--- src/rtl/sdp_ram_ctrl.sv ---
// sdp_ram_ctrl: simple-dual-port synchronous RAM (1 write, 1 read port) with
// byte-enable writes, 1- or 2-cycle pipelined reads with a valid strobe,
// selectable read-during-write result and a zero-fill clear engine that runs
// after reset and on request.
//
// Ports
//   clk           in   rising-edge clock
//   rst_n         in   asynchronous active-low reset
//   clr           in   start a zero-fill sweep (honoured only in RUN)
//   wr_en         in   write request
//   wr_addr       in   write address
//   wr_data       in   write data
//   wr_be         in   byte enables, bit i -> wr_data[8i+7:8i]
//   rd_en         in   read request
//   rd_addr       in   read address
//   rd_data       out  read data, valid with rd_valid, holds otherwise
//   rd_valid      out  one-cycle strobe per accepted read
//   rd_collision  out  that read met a same-cycle write to the same address
//   busy          out  clear sweep active; requests ignored
module sdp_ram_ctrl #(
  parameter int unsigned ADDR_WIDTH = 4,
  parameter int unsigned DATA_WIDTH = 32,
  parameter int unsigned RD_LAT     = 1,
  parameter int unsigned RDW_MODE   = 0
) (
  input  logic                    clk,
  input  logic                    rst_n,
  input  logic                    clr,
  input  logic                    wr_en,
  input  logic [ADDR_WIDTH-1:0]   wr_addr,
  input  logic [DATA_WIDTH-1:0]   wr_data,
  input  logic [DATA_WIDTH/8-1:0] wr_be,
  input  logic                    rd_en,
  input  logic [ADDR_WIDTH-1:0]   rd_addr,
  output logic [DATA_WIDTH-1:0]   rd_data,
  output logic                    rd_valid,
  output logic                    rd_collision,
  output logic                    busy
);

  localparam int unsigned DEPTH = 1 << ADDR_WIDTH;
  localparam int unsigned NB    = DATA_WIDTH / 8;

  // Parameter legality checks at elaboration
  if ((RD_LAT != 1) && (RD_LAT != 2)) begin : g_bad_rd_lat
    $error("sdp_ram_ctrl: RD_LAT must be 1 or 2");
  end
  if ((DATA_WIDTH % 8) != 0) begin : g_bad_data_width
    $error("sdp_ram_ctrl: DATA_WIDTH must be a multiple of 8");
  end

  typedef enum logic {
    ST_INIT = 1'b0,
    ST_RUN  = 1'b1
  } state_t;

  state_t                  r_state;
  state_t                  w_state_nxt;
  logic [ADDR_WIDTH-1:0]   r_clr_cnt;
  logic [ADDR_WIDTH-1:0]   w_clr_cnt_nxt;
  logic                    w_clr_we;
  logic                    r_busy;

  logic [DATA_WIDTH-1:0]   r_mem [DEPTH];

  logic                    w_wr_acc;
  logic                    w_rd_acc;
  logic                    w_coll;
  logic [DATA_WIDTH-1:0]   w_rd_old;
  logic [DATA_WIDTH-1:0]   w_rd_merge;
  logic [DATA_WIDTH-1:0]   w_rd_word;

  logic                    r_vld;
  logic                    r_coll;
  logic [DATA_WIDTH-1:0]   r_data;

  // Requests are only honoured outside the clear sweep
  assign w_wr_acc = (r_state == ST_RUN) && wr_en;
  assign w_rd_acc = (r_state == ST_RUN) && rd_en;
  assign w_coll   = w_rd_acc && w_wr_acc && (rd_addr == wr_addr);

  // FSM state and sweep counter registers
  always_ff @(posedge clk or negedge rst_n) begin
    if (!rst_n) begin
      r_state   <= ST_INIT;
      r_clr_cnt <= '0;
      r_busy    <= 1'b1;
    end else begin
      r_state   <= w_state_nxt;
      r_clr_cnt <= w_clr_cnt_nxt;
      r_busy    <= (w_state_nxt == ST_INIT);
    end
  end

  // FSM next state: INIT sweeps every address once, RUN waits for clr
  always_comb begin
    w_state_nxt   = r_state;
    w_clr_cnt_nxt = r_clr_cnt;
    w_clr_we      = 1'b0;
    case (r_state)
      ST_INIT: begin
        w_clr_we = 1'b1;
        if (r_clr_cnt == ADDR_WIDTH'(DEPTH - 1)) begin
          w_state_nxt   = ST_RUN;
          w_clr_cnt_nxt = '0;
        end else begin
          w_clr_cnt_nxt = r_clr_cnt + ADDR_WIDTH'(1);
        end
      end
      ST_RUN: begin
        if (clr) begin
          w_state_nxt   = ST_INIT;
          w_clr_cnt_nxt = '0;
        end
      end
      default: begin
        w_state_nxt   = ST_INIT;
        w_clr_cnt_nxt = '0;
      end
    endcase
  end

  // Storage array: clear-engine writes and byte-enabled user writes are exclusive
  always_ff @(posedge clk) begin
    if (w_clr_we) begin
      r_mem[r_clr_cnt] <= '0;
    end else if (w_wr_acc) begin
      for (int b = 0; b < int'(NB); b++) begin
        if (wr_be[b]) begin
          r_mem[wr_addr][8*b +: 8] <= wr_data[8*b +: 8];
        end
      end
    end
  end

  // Read word: old array contents, or the byte-merged write word on a collision
  always_comb begin
    w_rd_old   = r_mem[rd_addr];
    w_rd_merge = w_rd_old;
    for (int b = 0; b < int'(NB); b++) begin
      if (wr_be[b]) begin
        w_rd_merge[8*b +: 8] = wr_data[8*b +: 8];
      end
    end
    w_rd_word = ((RDW_MODE != 0) && w_coll) ? w_rd_merge : w_rd_old;
  end

  // Read pipeline; data registers only load on a valid read so rd_data holds
  if (RD_LAT == 1) begin : g_lat1
    always_ff @(posedge clk or negedge rst_n) begin
      if (!rst_n) begin
        r_vld  <= 1'b0;
        r_coll <= 1'b0;
        r_data <= '0;
      end else begin
        r_vld  <= w_rd_acc;
        r_coll <= w_coll;
        if (w_rd_acc) begin
          r_data <= w_rd_word;
        end
      end
    end
  end else begin : g_lat2
    logic                  r_s1_vld;
    logic                  r_s1_coll;
    logic [DATA_WIDTH-1:0] r_s1_data;

    always_ff @(posedge clk or negedge rst_n) begin
      if (!rst_n) begin
        r_s1_vld  <= 1'b0;
        r_s1_coll <= 1'b0;
        r_s1_data <= '0;
        r_vld     <= 1'b0;
        r_coll    <= 1'b0;
        r_data    <= '0;
      end else begin
        r_s1_vld  <= w_rd_acc;
        r_s1_coll <= w_coll;
        if (w_rd_acc) begin
          r_s1_data <= w_rd_word;
        end
        r_vld  <= r_s1_vld;
        r_coll <= r_s1_vld && r_s1_coll;
        if (r_s1_vld) begin
          r_data <= r_s1_data;
        end
      end
    end
  end

  assign rd_data      = r_data;
  assign rd_valid     = r_vld;
  assign rd_collision = r_coll;
  assign busy         = r_busy;

endmodule

--- config.mk ---
export PLATFORM = sky130hd
export DESIGN_NAME = sdp_ram_ctrl
export DESIGN_NICKNAME = d
export VERILOG_FILES = /design/src/rtl/sdp_ram_ctrl.sv
export SDC_FILE = /design/constraint.sdc
export NUM_CORES = 1
export LEC_CHECK = 0
export ABC_AREA = 0
export BUFFER_PORTS_ARGS = -buffer_cell sky130_fd_sc_hd__buf_2
export CORE_ASPECT_RATIO = 0.8
export CORE_MARGIN = 10
export CORE_UTILIZATION = 55
export CTS_BUF_LIST = sky130_fd_sc_hd__clkbuf_8
export DETAILED_ROUTE_END_ITERATION = 10
export GPL_TIMING_DRIVEN = 0
export PLACE_DENSITY = 0.72
export SYNTH_ARGS = -nofsm -noshare
export SYNTH_HDL_FRONTEND = slang
export SYNTH_SLANG_ARGS = --single-unit
--- constraint.sdc ---
create_clock -name clk -period 5.4 [get_ports clk]
set_input_delay 0.27 -clock clk [delete_from_list [all_inputs] [get_ports clk]]
set_output_delay 0.27 -clock clk [all_outputs]
set_load 0.1 [all_outputs]
After elaboration in Yosys (flattened, before gate mapping)
Memories as Yosys holds them, arrays and structs flattened. A register that Yosys moved wholly into a read port is not among the register bits.
Index checks and enable logic that the tools add are counted.
W data, S select, Z words.
{"block": "word_totals", "latchBits": 0, "inputBits": 49, "output_inout_bits": 35, "ram_bits": 512, "memories": 1, "word_cells": 44, "mem_bits_ro": 0, "reg_bits": 8}
{"name": "r_mem", "depth": 16, "word_bits": 32, "read_ports": 1, "rd_clocked_by_memory_dff": 1, "write_ports": 1, "line": "64", "source": "logic [DATA_WIDTH-1:0] r_mem [DEPTH];"}
{"block": "classes", "add_sub_neg": 1, "n_lt_le_gt_ge": 0, "n_shift": 0, "n_eq_ne": 3, "n_reduce_logical": 6, "div_mod_pow": 0, "n_mux": 26, "multipliers": 0, "bitwise": 2}
{"operator": "$mux W32", "n": 1}
{"operator": "$reduce_or A32 Y1", "n": 1}
{"operator": "$mux W1", "n": 19}
{"operator": "$mux W4", "n": 4}
{"operator": "$pmux W4 S2", "n": 1}
{"operator": "$add A4 B1 Y4 const B", "n": 1}
{"operator": "$eq A4 B4 Y1", "n": 1}
{"operator": "$eq A4 B4 Y1 const B", "n": 1}
{"operator": "$logic_and A1 B1 Y1", "n": 4}
{"operator": "$ne A2 B2 Y1 const B", "n": 1}
{"operator": "$not A1 Y1", "n": 2}
{"operator": "$pmux W1 S2", "n": 1}
{"operator": "$logic_not A1 Y1", "n": 1}

Logic depth before layout (Yosys ltp)
Gate-level depths: netlist (run 1).
{"block": "logic_depth", "ltp_word": 6, "depth_mapped": 7, "depth_no_buf": 4}

Least setup slack after synthesis (run 1)
OpenSTA, ideal clock, no wires.
{"block": "synth_path", "path_type": "flip-flop to flip-flop", "start": "register r_state", "end": "memory r_mem[12][24], enable pin", "t_arrival_ns": 1.840, "setup_ns": 0.383, "stages_incl_launch_ff": 7, "path_slack_ns": 3.177, "required_time_ns": 5.017, "period_less_slack_ns": 2.223, "n_path_buf": 2, "path_cell_list": "dfrtp_1 -> buf_4 -> nand2_1 -> nor2_4 -> mux2_4 -> buf_2 -> nor3_1"}
{"block": "synth_between", "elab_chain_len": 6, "word_cells_on_any_way": 17, "classes_between": "mux: 15; reduce/logical: 2"}
{"item": "from (decl)", "line": "57", "source": "state_t r_state;"}
{"item": "from (signal assigned)", "line": "89", "source": "r_state <= w_state_nxt;"}
{"item": "$logic_and A1 B1 Y1", "line": "78", "source": "assign w_wr_acc = (r_state == ST_RUN) && wr_en;"}
{"item": "$mux W1", "line": "127", "source": "end else if (w_wr_acc) begin"}
{"item": "$mux W1", "line": "125", "source": "if (w_clr_we) begin"}
{"item": "$mux W1 (not written as such)", "line": "130", "source": "r_mem[wr_addr][8*b +: 8] <= wr_data[8*b +: 8];"}
{"item": "$reduce_or A32 Y1 (no line)"}
{"item": "$mux W4 (no line)"}
{"item": "to (decl)", "line": "64"}
Several ways; a longest one is shown, not always the timed one.

Worst setup path in the final report (run 1)
{"block": "layout_path", "start": "register r_state", "end": "memory r_mem[10][4], enable pin"}
Same word-level chain as after synthesis.

==> PnR_summary.wiki, run 1 <==
{| class="wikitable"
! Metric !! Value
|-
| DRC violation count after routing || 0
|-
| Count of flip-flops with a built-in enable after synthesis || just over 500
|-
| Most instantiated cells after synthesis || 512 x edfxtp_1, 259 x mux2i_1, 111 x nand2_1, 80 x nand3_1, 78 x a22oi_1
|-
| Worst skew pair latency || between 0.6 and 0.7 ns
|-
| Initial core utilization || 0.557
|-
| Worst hold slack || 0.0483 ns
|-
| Port Buf Inserts || 81
|-
| Flip-flop and latch count after synthesis || 552
|-
| Root Driver || clkbuf_8
|-
| Main area contributors after synthesis || edfxtp_1 70%, mux2i_1 12%, dfrtp_1 4.4%
|-
| Data arrival time of the critical path || 3.26 ns
|-
| Type of destination of the critical path || register
|-
| Final Slew Violations || 0
|-
| Run status || complete, no violations
|-
| Time the worst path needs with I/O delays and setup || around 3 ns
|-
| Die Footprint || roughly 48,000 um^2
|-
| Mapped Area || 22,000 um^2
|-
| Number of detailed-route iterations in the first pass || 7
|-
| H-tree Lvls || 3
|-
| Largest fanout of any net on the critical path || 10
|-
| Clock-pin transition on the worst setup and hold timing paths || ~0.06 ns
|-
| TNS Setup || 0 ns
|-
| Total non-filler cell area in the finished layout || ~25,000 um^2
|-
| Number of max-capacitance violations reported || 0
|-
| Maximum number of pins on one net before global-route repair || 41
|-
| Cells along the critical path || buf_4, nand2_1, nor2_4, buf_6, mux2i_4, buf_2, nor3_1
|-
| Mux cell area share after synthesis || 0.124
|-
| Relative max-transition margin || 0.0497
|-
| First DRT Iteration DRCs || 1,650
|-
| Endpoints failing setup || 0
|-
| Worst Hold Class || in -> reg
|-
| Max Fclk || 330 MHz
|-
| Biggest cell delay along the critical path || 1.10 ns
|-
| TritonCTS clock tree || yes
|-
| Count leader, synth || edfxtp_1
|-
| Yosys cell types || 30
|-
| Slowest-stage cell, CP || nor3_1
|-
| Main combinational cell family by area after synthesis || multiplexers
|-
| Area added between synthesis and finish || 13.5%
|-
| Post-DRT Antenna Nets || 0
|-
| Bufs on Longest Clock Path || 3
|-
| Total wire length || just under 60,000 um
|-
| Predominant post-synthesis flop cell || edfxtp_1
|-
| Average wire per standard cell || 27.1 um
|-
| Fraction of synthesized cell area taken by the top area cell type || 0.700
|-
| Die extent in y || 199 um
|-
| Final Net Count || 1,596
|-
| Worst Setup Start Kind || register
|-
| IO Pins || 84
|-
| Global Route Usage Sum || 0.237
|-
| TritonCTS buffer count || 82
|-
| Via/cell ratio || 6.04
|-
| Transition time of the tightest slew-check pin || approximately 1.4 ns
|-
| Cell type with the largest total area after synthesis || edfxtp_1
|-
| Category of the most critical setup path || reg -> reg
|-
| Kind of cell with the highest combined delay on the critical path || simple AND/OR/NAND/NOR gates
|-
| Synth warnings || 0
|-
| Grt ovf || 0
|-
| Worst path bufs/invs || 3
|-
| Req. time, crit path || 5.63 ns
|-
| Leakage power summed over all cells || roughly 9.3 nW
|-
| Post-synthesis net count || ~1.4k
|-
| First-pass GRT wire length || 82,800 um
|-
| Final cycle utilization of the critical path || 0.561
|-
| Initial antenna violation count || 1
|-
| Max Clock Skew || about 0.031 ns
|-
| Syn Area/Cell || roughly 16 um^2
|-
| Post-CTS setup buffer count || 0
|-
| Share of the core filled with cells in the final layout || 0.632
|-
| Routability congestion estimate from global placement || 0.922
|-
| Maximum ir drop on the vdd rail || around 410 uV
|-
| Unrepaired setup endpoints after global routing || false
|-
| Vias after detailed routing || about 13k
|-
| Chip Width || approximately 240 um
|-
| Layout cells sized above 1 || 0.183
|-
| Core area || around 39,000 um^2
|-
| Standard-cell rows || 65
|-
| Sink Count || 552
|-
| Synth Area in Simple Gates || 0.0729
|-
| Power Dens Cells || 479 nW/um^2
|-
| Via count of the first global-routing pass || approximately 13k
|-
| Post-Synth XOR/XNOR Area || 0.00199
|-
| Adder and majority gate portion of the synthesized area || 0.000569
|-
| Post-synthesis instance total || 1,359
|-
| Hold violation count in the final report || 0
|-
| Compound-cell area share of the yosys netlist || 0.0366
|-
| Standard cell area after detailed placement || 23,400 um^2
|-
| Half-perimeter wire length after placement || 38,500 um
|-
| FFs w/ async S/R, synth || 0.0725
|-
| Sequential cell area fraction in the yosys report || 0.745
|}
## path summary, 6_finish.rpt
| path | startpoint | endpoint | slack, ns | cells past startpoint |
|---|---|---|---|---|
| min in group asynchronous | rst_n | rd_data[13] | 0.25 | 2 |
| max | r_state | r_mem[10][4] | 2.37 | 7 |
| max reg2reg | r_state | r_mem[10][4] | 2.37 | 7 |
| min reg2reg | rd_data[8] | rd_data[8] | 0.48 | 2 |
| max in group asynchronous | rst_n | rd_data[5] | 4.64 | 2 |
| min | wr_addr[0] | rd_collision | 0.05 | 4 |
## cell families (layout without fill, tap and decap cells)
family,count (synthesis),in the layout
AND/OR/NAND/NOR,329,329
buffers and inverters,88,342
XOR/XNOR,5,5
AO/OA/AOI/OAI,119,119
multiplexers,265,265
adder cells (fa/ha/maj),1,1
flip-flops,552,552
other,0,1
## cell usage in the layout, fill, tap and decap left out, types with 2 or more instances in the layout
| cell | synthesis | layout |
|---|---|---|
| clkbuf_8 | 0 | 89 |
| nand2_1 | 111 | 111 |
| a21boi_1 | 4 | 4 |
| dlygate4sd3_1 | 0 | 3 |
| nand3_1 | 80 | 80 |
| xor2_1 | 3 | 3 |
| nor2_1 | 7 | 7 |
| inv_1 | 3 | 48 |
| a22oi_1 | 78 | 78 |
| buf_4 | 4 | 12 |
| clkbuf_4 | 0 | 2 |
| nor2b_1 | 10 | 10 |
| clkinv_2 | 0 | 5 |
| dfrtp_1 | 39 | 39 |
| clkbuf_1 | 32 | 32 |
| nor3_1 | 64 | 16 |
| o22ai_1 | 3 | 3 |
| a21oi_1 | 32 | 32 |
| mux2i_1 | 259 | 259 |
| buf_2 | 36 | 119 |
| nand4_1 | 19 | 19 |
| nor3_2 | 0 | 48 |
| edfxtp_1 | 512 | 512 |
| and2_1 | 35 | 35 |
| o21ai_0 | 2 | 2 |
| buf_6 | 3 | 9 |
| mux2i_4 | 5 | 5 |
| buf_1 | 10 | 10 |
| clkinv_1 | 0 | 11 |
| xnor2_1 | 2 | 2 |
## layer usage
layer,global-route usage,up-vias,wire [um]
met1,0.336,6536,24500
li1,-,5630,-
met4,0.0929,0,1790
met5,0,-,0
met3,0.0588,127,6040
met2,0.348,687,25800
## state kept, by name, summed over array words and instances, names as in the netlist
signal        count
r_clr_cnt         4
rd_collision      1
rd_data          32
r_state           1
busy              1
r_mem           512
rd_valid          1
## final cells by class
cell class	count	area (um^2)
diodes	1	2.50
plain buffers	85	402
clock buffers	89	1220
clock inverters	62	243
fillers	2852	14500
inverters	3	11.3
multi-input cells	719	5420
flip-flops and latches	552	16400
well taps	536	671
repair buffers	103	593
## metrics by stage
step | instances | worst slack [ns] | power [mW]
finish | 2150 | 2.37 | 12.0
global route | 2150 | 2.37 | 12.4
CTS | 2146 | 2.37 | 11.9
detailed placement | 1992 | 2.25 | 8.93
global placement | 1976 | 2.05 | 8.74
floorplan | 1359 | 3.18 | 7.94
## timing repair
action	4_1_cts	5_1_grt
endpoints found under the hold margin	46	0
hold buffers	3	0
gates resized for setup	0	0
## worst min-delay path, stage by stage
cell     delay [ns]
buf_2          0.12
xnor2_1        0.08
nand3_1        0.08
nor4_1         0.08
## report_power, final
| part | leakage [nW] | switching, mW | internal, mW |
|---|---|---|---|
| logic | 3.09 | 2.39 | 0.608 |
| clock network | 0.917 | 1.54 | 1.51 |
| registers | 5.26 | 0.253 | 5.66 |
Power figures use the tool's default switching activity.
==> inputs of run 2 (changes only) <==
--- a/config.mk
+++ b/config.mk
@@ -5,7 +5,7 @@
 export SDC_FILE = /design/constraint.sdc
 export NUM_CORES = 1
 export LEC_CHECK = 0
-export ABC_AREA = 0
+export ABC_AREA = 1
 export BUFFER_PORTS_ARGS = -buffer_cell sky130_fd_sc_hd__buf_2
 export CORE_ASPECT_RATIO = 0.8
 export CORE_MARGIN = 10
==> constraint.sdc (replaced) <==
create_clock -name clk -period 3.15 [get_ports clk]
set_input_delay 0.1575 -clock clk [delete_from_list [all_inputs] [get_ports clk]]
set_output_delay 0.1575 -clock clk [all_outputs]
set_load 0.1 [all_outputs]
==> PnR_summary.wiki, run 2 <==
{| class="wikitable"
! Metric !! Value
|-
| IO Pins || 84
|-
| Mapped Area || ~23,000 um^2
|-
| Layout cells sized above 1 || 0.138
|-
| Yosys cell types || 28
|-
| Category of the most critical setup path || reg -> reg
|-
| FFs w/ async S/R, synth || 0.0725
|-
| Maximum number of pins on one net before global-route repair || ~40
|-
| Root Driver || clkbuf_8
|-
| Clock-pin transition on the worst setup and hold timing paths || 0.07 ns
|-
| Count of flip-flops with a built-in enable after synthesis || 512
|-
| Final Slew Violations || 0
|-
| Req. time, crit path || 3.41 ns
|-
| Sequential cell area fraction in the yosys report || 0.715
|-
| Most instantiated cells after synthesis || 782 x nand2_1, 512 x edfxtp_1, 392 x nand3_1, 97 x nor2_1, 60 x buf_2
|-
| Proportion of power drawn by combinational gates || 0.248
|-
| Met1 Resource Use GR || 0.365
|-
| Seq pwr share || 0.498
|-
| Average wire per standard cell || roughly 24 um
|-
| Maximum ir drop on the vdd rail || between 600 and 700 uV
|-
| Met2 track utilization from global routing || 0.391
|-
| Most crowded layer after global routing || met2
|-
| Main area contributors after synthesis || edfxtp_1 67%, nand2_1 13%, nand3_1 8.6%
|-
| Chip Width || 248 um
|-
| Number of cells after detailed placement || 2,674
|-
| Syn Area/Cell || 11.2 um^2
|-
| Share of the core filled with cells in the final layout || 0.626
|-
| Relative max-transition margin || 0.0894
|-
| Hold violation count in the final report || 0
|-
| Transition time of the tightest slew-check pin || 1.36 ns
|-
| Die Footprint || slightly above 50,000 um^2
|-
| Core area || 40,900 um^2
|-
| Predominant post-synthesis flop cell || edfxtp_1
|-
| First-pass GRT wire length || 97,200 um
|-
| Worst hold slack || 0.0303 ns
|-
| Leakage power summed over all cells || around 10 nW
|-
| Die extent in y || a little over 200 um
|-
| Max Clock Skew || 0.0201 ns
|-
| Run status || complete, no violations
|-
| Standard-cell rows || 66
|-
| Internal power summed over all cells || between 10 and 15 mW
|-
| Port Buf Inserts || 81
|-
| Post-synthesis instance total || 2,049
|-
| Sink Count || 552
|-
| Flip-flop and latch count after synthesis || 552
|-
| Final cycle utilization of the critical path || 0.875
|-
| Worst Setup Start Kind || register
|-
| Endpoints failing setup || 0
|-
| Cell type with the largest total area after synthesis || edfxtp_1
|-
| Most frequent standard cell in the layout excluding fill and tap cells || nand2_1
|-
| Post-DRT Antenna Nets || 0
|-
| Post-Layout Cell Count || between 2k and 3k
|-
| First DRT Iteration DRCs || 2,483
|-
| Proportion of total power due to net switching || 0.357
|-
| DRC violation count after routing || 0
|-
| Area added between synthesis and finish || 11.7%
|-
| H-tree Lvls || 3
|-
| Number of detailed-route iterations in the first pass || 6
|-
| Data arrival time of the critical path || 3.02 ns
|-
| Clock share of power || 0.254
|-
| Number of max-capacitance violations reported || 0
|-
| Register with the highest flop count || r_mem
|-
| Initial core utilization || 0.560
|-
| Synth warnings || 0
|-
| Max Fclk || around 360 MHz
|-
| Half-perimeter wire length after placement || 43,700 um
|-
| Number of flip-flops under the largest register name || 512
|-
| Post-CTS setup buffer count || 0
|-
| Grt ovf || 0
|-
| Initial antenna violation count || 0
|-
| Unrepaired setup endpoints after global routing || false
|-
| Bufs on Longest Clock Path || 3
|-
| Largest fanout of any net on the critical path || 9
|-
| Via count of the first global-routing pass || around 16k
|-
| Power consumption || between 20 and 25 mW
|-
| Met3 track utilization from global routing || 0.0771
|-
| Worst skew pair latency || 0.68 ns
|-
| Global Route Usage Sum || 0.265
|-
| Time the worst path needs with I/O delays and setup || 2.76 ns
|-
| Routability congestion estimate from global placement || between 0.9 and 1
|-
| Commonest cells after routing, fill and taps aside || 782 x nand2_1, 512 x edfxtp_1, 392 x nand3_1
|-
| Final Net Count || 2,271
|-
| Count leader, synth || nand2_1
|-
| Total wire length || 66,800 um
|-
| Fraction of synthesized cell area taken by the top area cell type || 0.671
|-
| Type of destination of the critical path || register
|-
| TNS Setup || 0 ns
|-
| Worst Hold Class || in -> reg
|-
| TritonCTS buffer count || 84
|-
| Post-synthesis net count || roughly 2.1k
|-
| Power spent charging and discharging nets || 7.76 mW
|-
| Via/cell ratio || a little under 6
|-
| Vias after detailed routing || 16.6k
|-
| Power Dens Cells || 850 nW/um^2
|-
| TritonCTS clock tree || yes
|}
-- run 2: final cells by class --
type / count / area, um^2
Antenna cell: 1 / 2.50
Buffer: 119 / 642
Clock buffer: 89 / 1220
Clock inverter: 68 / 310
Fill cell: 3231 / 15300
Inverter: 49 / 186
Multi-Input combinational cell: 1329 / 5700
Sequential cell: 552 / 16400
Tap cell: 544 / 681
Timing Repair Buffer: 86 / 455
-- run 2: final timing paths --
| check | from | endpoint | slack, ns | cells after the start |
|---|---|---|---|---|
| min in group asynchronous | rst_n | rd_data[9] | 0.27 | 2 |
| worst min-delay path | wr_data[22] | r_mem[15][22] | 0.03 | 3 |
| worst max register to register | r_state | r_mem[11][29] | 0.39 | 9 |
| worst min register to register | rd_data[18] | rd_data[18] | 0.47 | 2 |
| worst max-delay path | r_state | r_mem[11][29] | 0.39 | 9 |
| max in group asynchronous | rst_n | rd_data[25] | 2.15 | 2 |
-- run 2: stage by stage --
step,area [um^2],setup WS [ns]
2_1_floorplan,22900,1.26
3_3_place_gp,24000,0.563
3_5_place_dp,24000,0.433
4_1_cts,25600,0.429
5_1_grt,25600,0.246
6_report,25600,0.393
-- run 2: power groups by stage --
stage	sequential, mW	clock, mW	combinational, mW
3_3_place_gp	10.9	0	5.20
5_1_grt	11.0	5.89	5.70
6_report	10.8	5.51	5.39
3_5_place_dp	11.0	0	5.31
4_1_cts	10.8	5.51	5.33
2_1_floorplan	12.1	0	2.37
-- run 2: logic make-up after synthesis --
group | Yosys count | share of synthesized area
AOI/OAI and AO/OA | 13 | 0.00404
xor gates and xnor gates | 3 | 0.00115
adders and majority gates | 1 | 0.000546
buffers and inverters | 168 | 0.0362
DFF | 552 | 0.715
and+or+nand+nor | 1312 | 0.243
-- run 2: repair_timing --
action                    in CTS  in global routing
hold endpoints to repair      52                  0
hold buffers                   5                  0
gates resized for setup        0                  0
-- run 2: metal layers --
layer  up-vias  wire [um]
met4         0       2530
met2      1122      29400
met3       176       9170
met1      7905      25700
met5         -          0
li1       7364          -
-- run 2: critical path: stages (launching register included) --
cell and delay, ns:
dfrtp_1 0.40, nand2_1 0.08, inv_2 0.06, o21ai_4 0.12, nand2_4 0.15, nand2_2 0.09, nand2_2 0.08, nor2_4 0.18
nand2_2 0.13, nor2_1 1.04
==> inputs of run 3 (changes only) <==
--- a/config.mk
+++ b/config.mk
@@ -14,6 +14,7 @@
 export DETAILED_ROUTE_END_ITERATION = 10
 export GPL_TIMING_DRIVEN = 0
 export PLACE_DENSITY = 0.72
+export REMOVE_ABC_BUFFERS = 1
 export SYNTH_ARGS = -nofsm -noshare
 export SYNTH_HDL_FRONTEND = slang
 export SYNTH_SLANG_ARGS = --single-unit
==> constraint.sdc (replaced) <==
create_clock -name clk -period 3.39 [get_ports clk]
set_input_delay 0.1695 -clock clk [delete_from_list [all_inputs] [get_ports clk]]
set_output_delay 0.1695 -clock clk [all_outputs]
set_load 0.1 [all_outputs]
==> PnR_summary.wiki, run 3 (synthesis gave the netlist of run 2 again) <==
{| class="wikitable"
! Metric !! Value
|-
| Run status || complete, no violations
|-
| Average wire per standard cell || 20.0 um
|-
| Clock-pin transition on the worst setup and hold timing paths || ~0.07 ns
|-
| Commonest cells after routing, fill and taps aside || 781 x nand2_1, 512 x edfxtp_1, 392 x nand3_1
|-
| Die Footprint || between 50,000 and 60,000 um^2
|-
| Start point of the worst hold path || rd_en
|-
| Number of max-capacitance violations reported || 0
|-
| Global Route Usage Sum || 0.217
|-
| Leakage power summed over all cells || 10.0 nW
|-
| Layout cells sized above 1 || 0.108
|-
| Initial antenna violation count || 0
|-
| Count of cells along the worst register-to-register path || 6
|-
| Seq pwr share || 0.511
|-
| Req. time, crit path || approximately 4.0 ns
|-
| DRC violation count after routing || 0
|-
| Number of flip-flops under the largest register name || 512
|-
| Max Clock Skew || 0.0179 ns
|-
| Biggest cell delay along the critical path || 0.69 ns
|-
| Final Net Count || 2,157
|-
| Final Slew Violations || 0
|-
| Internal power summed over all cells || 12.9 mW
|-
| H-tree Lvls || 3
|-
| Area added between synthesis and finish || 9.40%
|-
| Reg-to-Reg Start || r_state
|-
| RR Endpoint || rd_collision
|-
| Chip Width || 248 um
|-
| Flop-to-flop setup slack || 0.41 ns
|-
| Worst hold path stage count || 4
|-
| Via count of the first global-routing pass || 14.7k
|-
| Category of the most critical setup path || reg -> reg
|-
| Cells along the critical path || nand2_2, buf_12, clkinv_2, nand2_1, nor4_1, dlygate4sd3_1
|-
| Core area || 40,900 um^2
|-
| Worst skew pair latency || 0.66 ns
|-
| Power consumption || about 20 mW
|-
| Post-DRT Antenna Nets || 0
|-
| N_diodes || 0
|-
| TritonCTS clock tree || yes
|-
| Unrepaired setup endpoints after global routing || false
|-
| Worst Setup Start Kind || register
|-
| Power Dens Cells || between 700 and 800 nW/um^2
|-
| Slowest-stage cell, CP || dlygate4sd3_1
|-
| Total wire length || 54,400 um
|-
| Number of detailed-route iterations in the first pass || 6
|-
| Hold violation count in the final report || 0
|-
| Data arrival time of the critical path || 3.55 ns
|-
| Routability congestion estimate from global placement || 0.841
|-
| Via/cell ratio || 5.56
|-
| Largest fanout of any net on the critical path || 34
|-
| Type of destination of the critical path || register
|-
| Final cycle utilization of the critical path || 0.880
|-
| First DRT Iteration DRCs || 1,593
|-
| Endpoint with the worst hold slack || rd_data[17]
|-
| Initial core utilization || 0.560
|-
| Half-perimeter wire length after placement || 30,300 um
|-
| Proportion of power drawn by combinational gates || 0.238
|-
| Worst Hold Class || in -> reg
|-
| TritonCTS buffer count || 83
|-
| IO Pins || 84
|-
| Power spent charging and discharging nets || 6.82 mW
|-
| Standard-cell rows || 66
|-
| Maximum number of pins on one net before global-route repair || 154
|-
| Grt ovf || 0
|-
| Root Driver || clkbuf_8
|-
| Post-CTS setup buffer count || 0
|-
| Transition time of the tightest slew-check pin || 1.21 ns
|-
| Sink Count || approximately 550
|-
| Register with the highest flop count || r_mem
|-
| Die extent in y || just over 200 um
|-
| Bufs on Longest Clock Path || 3
|-
| Time the worst path needs with I/O delays and setup || 2.98 ns
|-
| Clock share of power || 0.251
|-
| Vias after detailed routing || 15.1k
|-
| Max Fclk || ~340 MHz
|-
| Most frequent standard cell in the layout excluding fill and tap cells || nand2_1
|-
| Relative max-transition margin || 0.196
|-
| TNS Setup || 0 ns
|-
| Endpoints failing setup || 0
|-
| First-pass GRT wire length || 84,200 um
|-
| Port Buf Inserts || between 80 and 90
|-
| Maximum ir drop on the vdd rail || 509 uV
|-
| Proportion of total power due to net switching || 0.347
|}
-- run 3: cell types whose count changed in the layout (fill, tap and decap cells not counted), sizes merged, moves of 2 or more --
cell	previous run	this run
clkbuf	110	85
buf	179	88
clkinv	30	32
inv	82	84
-- run 3: critical path, delay by kind of cell (launching register included) --
kind	cells	cell delay, ns
buffers and inverters	3	1.47
AND/OR/NAND/NOR	3	0.95
flip-flops	1	0.44
-- run 3: timing repair --
item | 4_1_cts | 5_1_grt
endpoints found under the hold margin | 46 | 0
hold buffers | 4 | 0
endpoints found under the setup margin | 0 | 0
resized for setup | 0 | 0
-- run 3: cell type report --
class	count	area [um^2]
Clock buffer	85	1170
Clock inverter	71	323
Fill cell	3222	15800
Inverter	49	200
Multi-Input combinational cell	1329	5700
Sequential cell	552	16400
Tap cell	544	681
Timing Repair Buffer	92	604
-- run 3: stage by stage --
stage | worst slack, ns | area, um^2 | hold WS (ns) | instances | util
final | 0.406 | 25100 | 0.0262 | 2722 | 0.613
after CTS | 0.437 | 25100 | 0.0157 | 2722 | 0.613
after global routing | 0.352 | 25100 | 0.0355 | 2722 | 0.613
after floorplan | 0.687 | 22300 | -0.126 | 1930 | -
after detailed placement | 0.534 | 23500 | 0.460 | 2562 | 0.575
after global placement | -5.15 | 23400 | 0.458 | 2557 | 0.571
-- run 3: routing by layer --
layer / wire length, um / GRT usage / up-vias / part of all wire
met5: 0 / 0 / - / 0
met4: 1170 / 0.0681 / 0 / 0.022
met3: 4650 / 0.0508 / 104 / 0.086
met2: 25200 / 0.333 / 650 / 0.46
met1: 23300 / 0.304 / 7259 / 0.43
li1: - / - / 7130 / -
-- run 3: power groups by stage --
stage | Combinational [mW] | Sequential [mW] | Clock, mW
finish | 4.68 | 10.0 | 4.94
global route | 5.07 | 10.2 | 5.32
CTS | 4.70 | 10.0 | 5.00
detailed placement | 4.69 | 10.2 | 0
global placement | 4.61 | 10.1 | 0
floorplan | 2.08 | 11.3 | 0
-- run 3: worst max-delay path by stage --
| stage | from | cells past startpoint | slack (ns) | to |
|---|---|---|---|---|
| finish | r_state | 6 | 0.41 | rd_collision |
| global placement | rd_addr[0] | 10 | -5.15 | rd_data[19] |
| floorplan | rd_addr[1] | 8 | 0.69 | rd_data[0] |
| global route | r_state | 6 | 0.35 | rd_collision |
| detailed placement | rd_addr[0] | 6 | 0.53 | rd_collision |
| CTS | r_state | 6 | 0.44 | rd_collision |
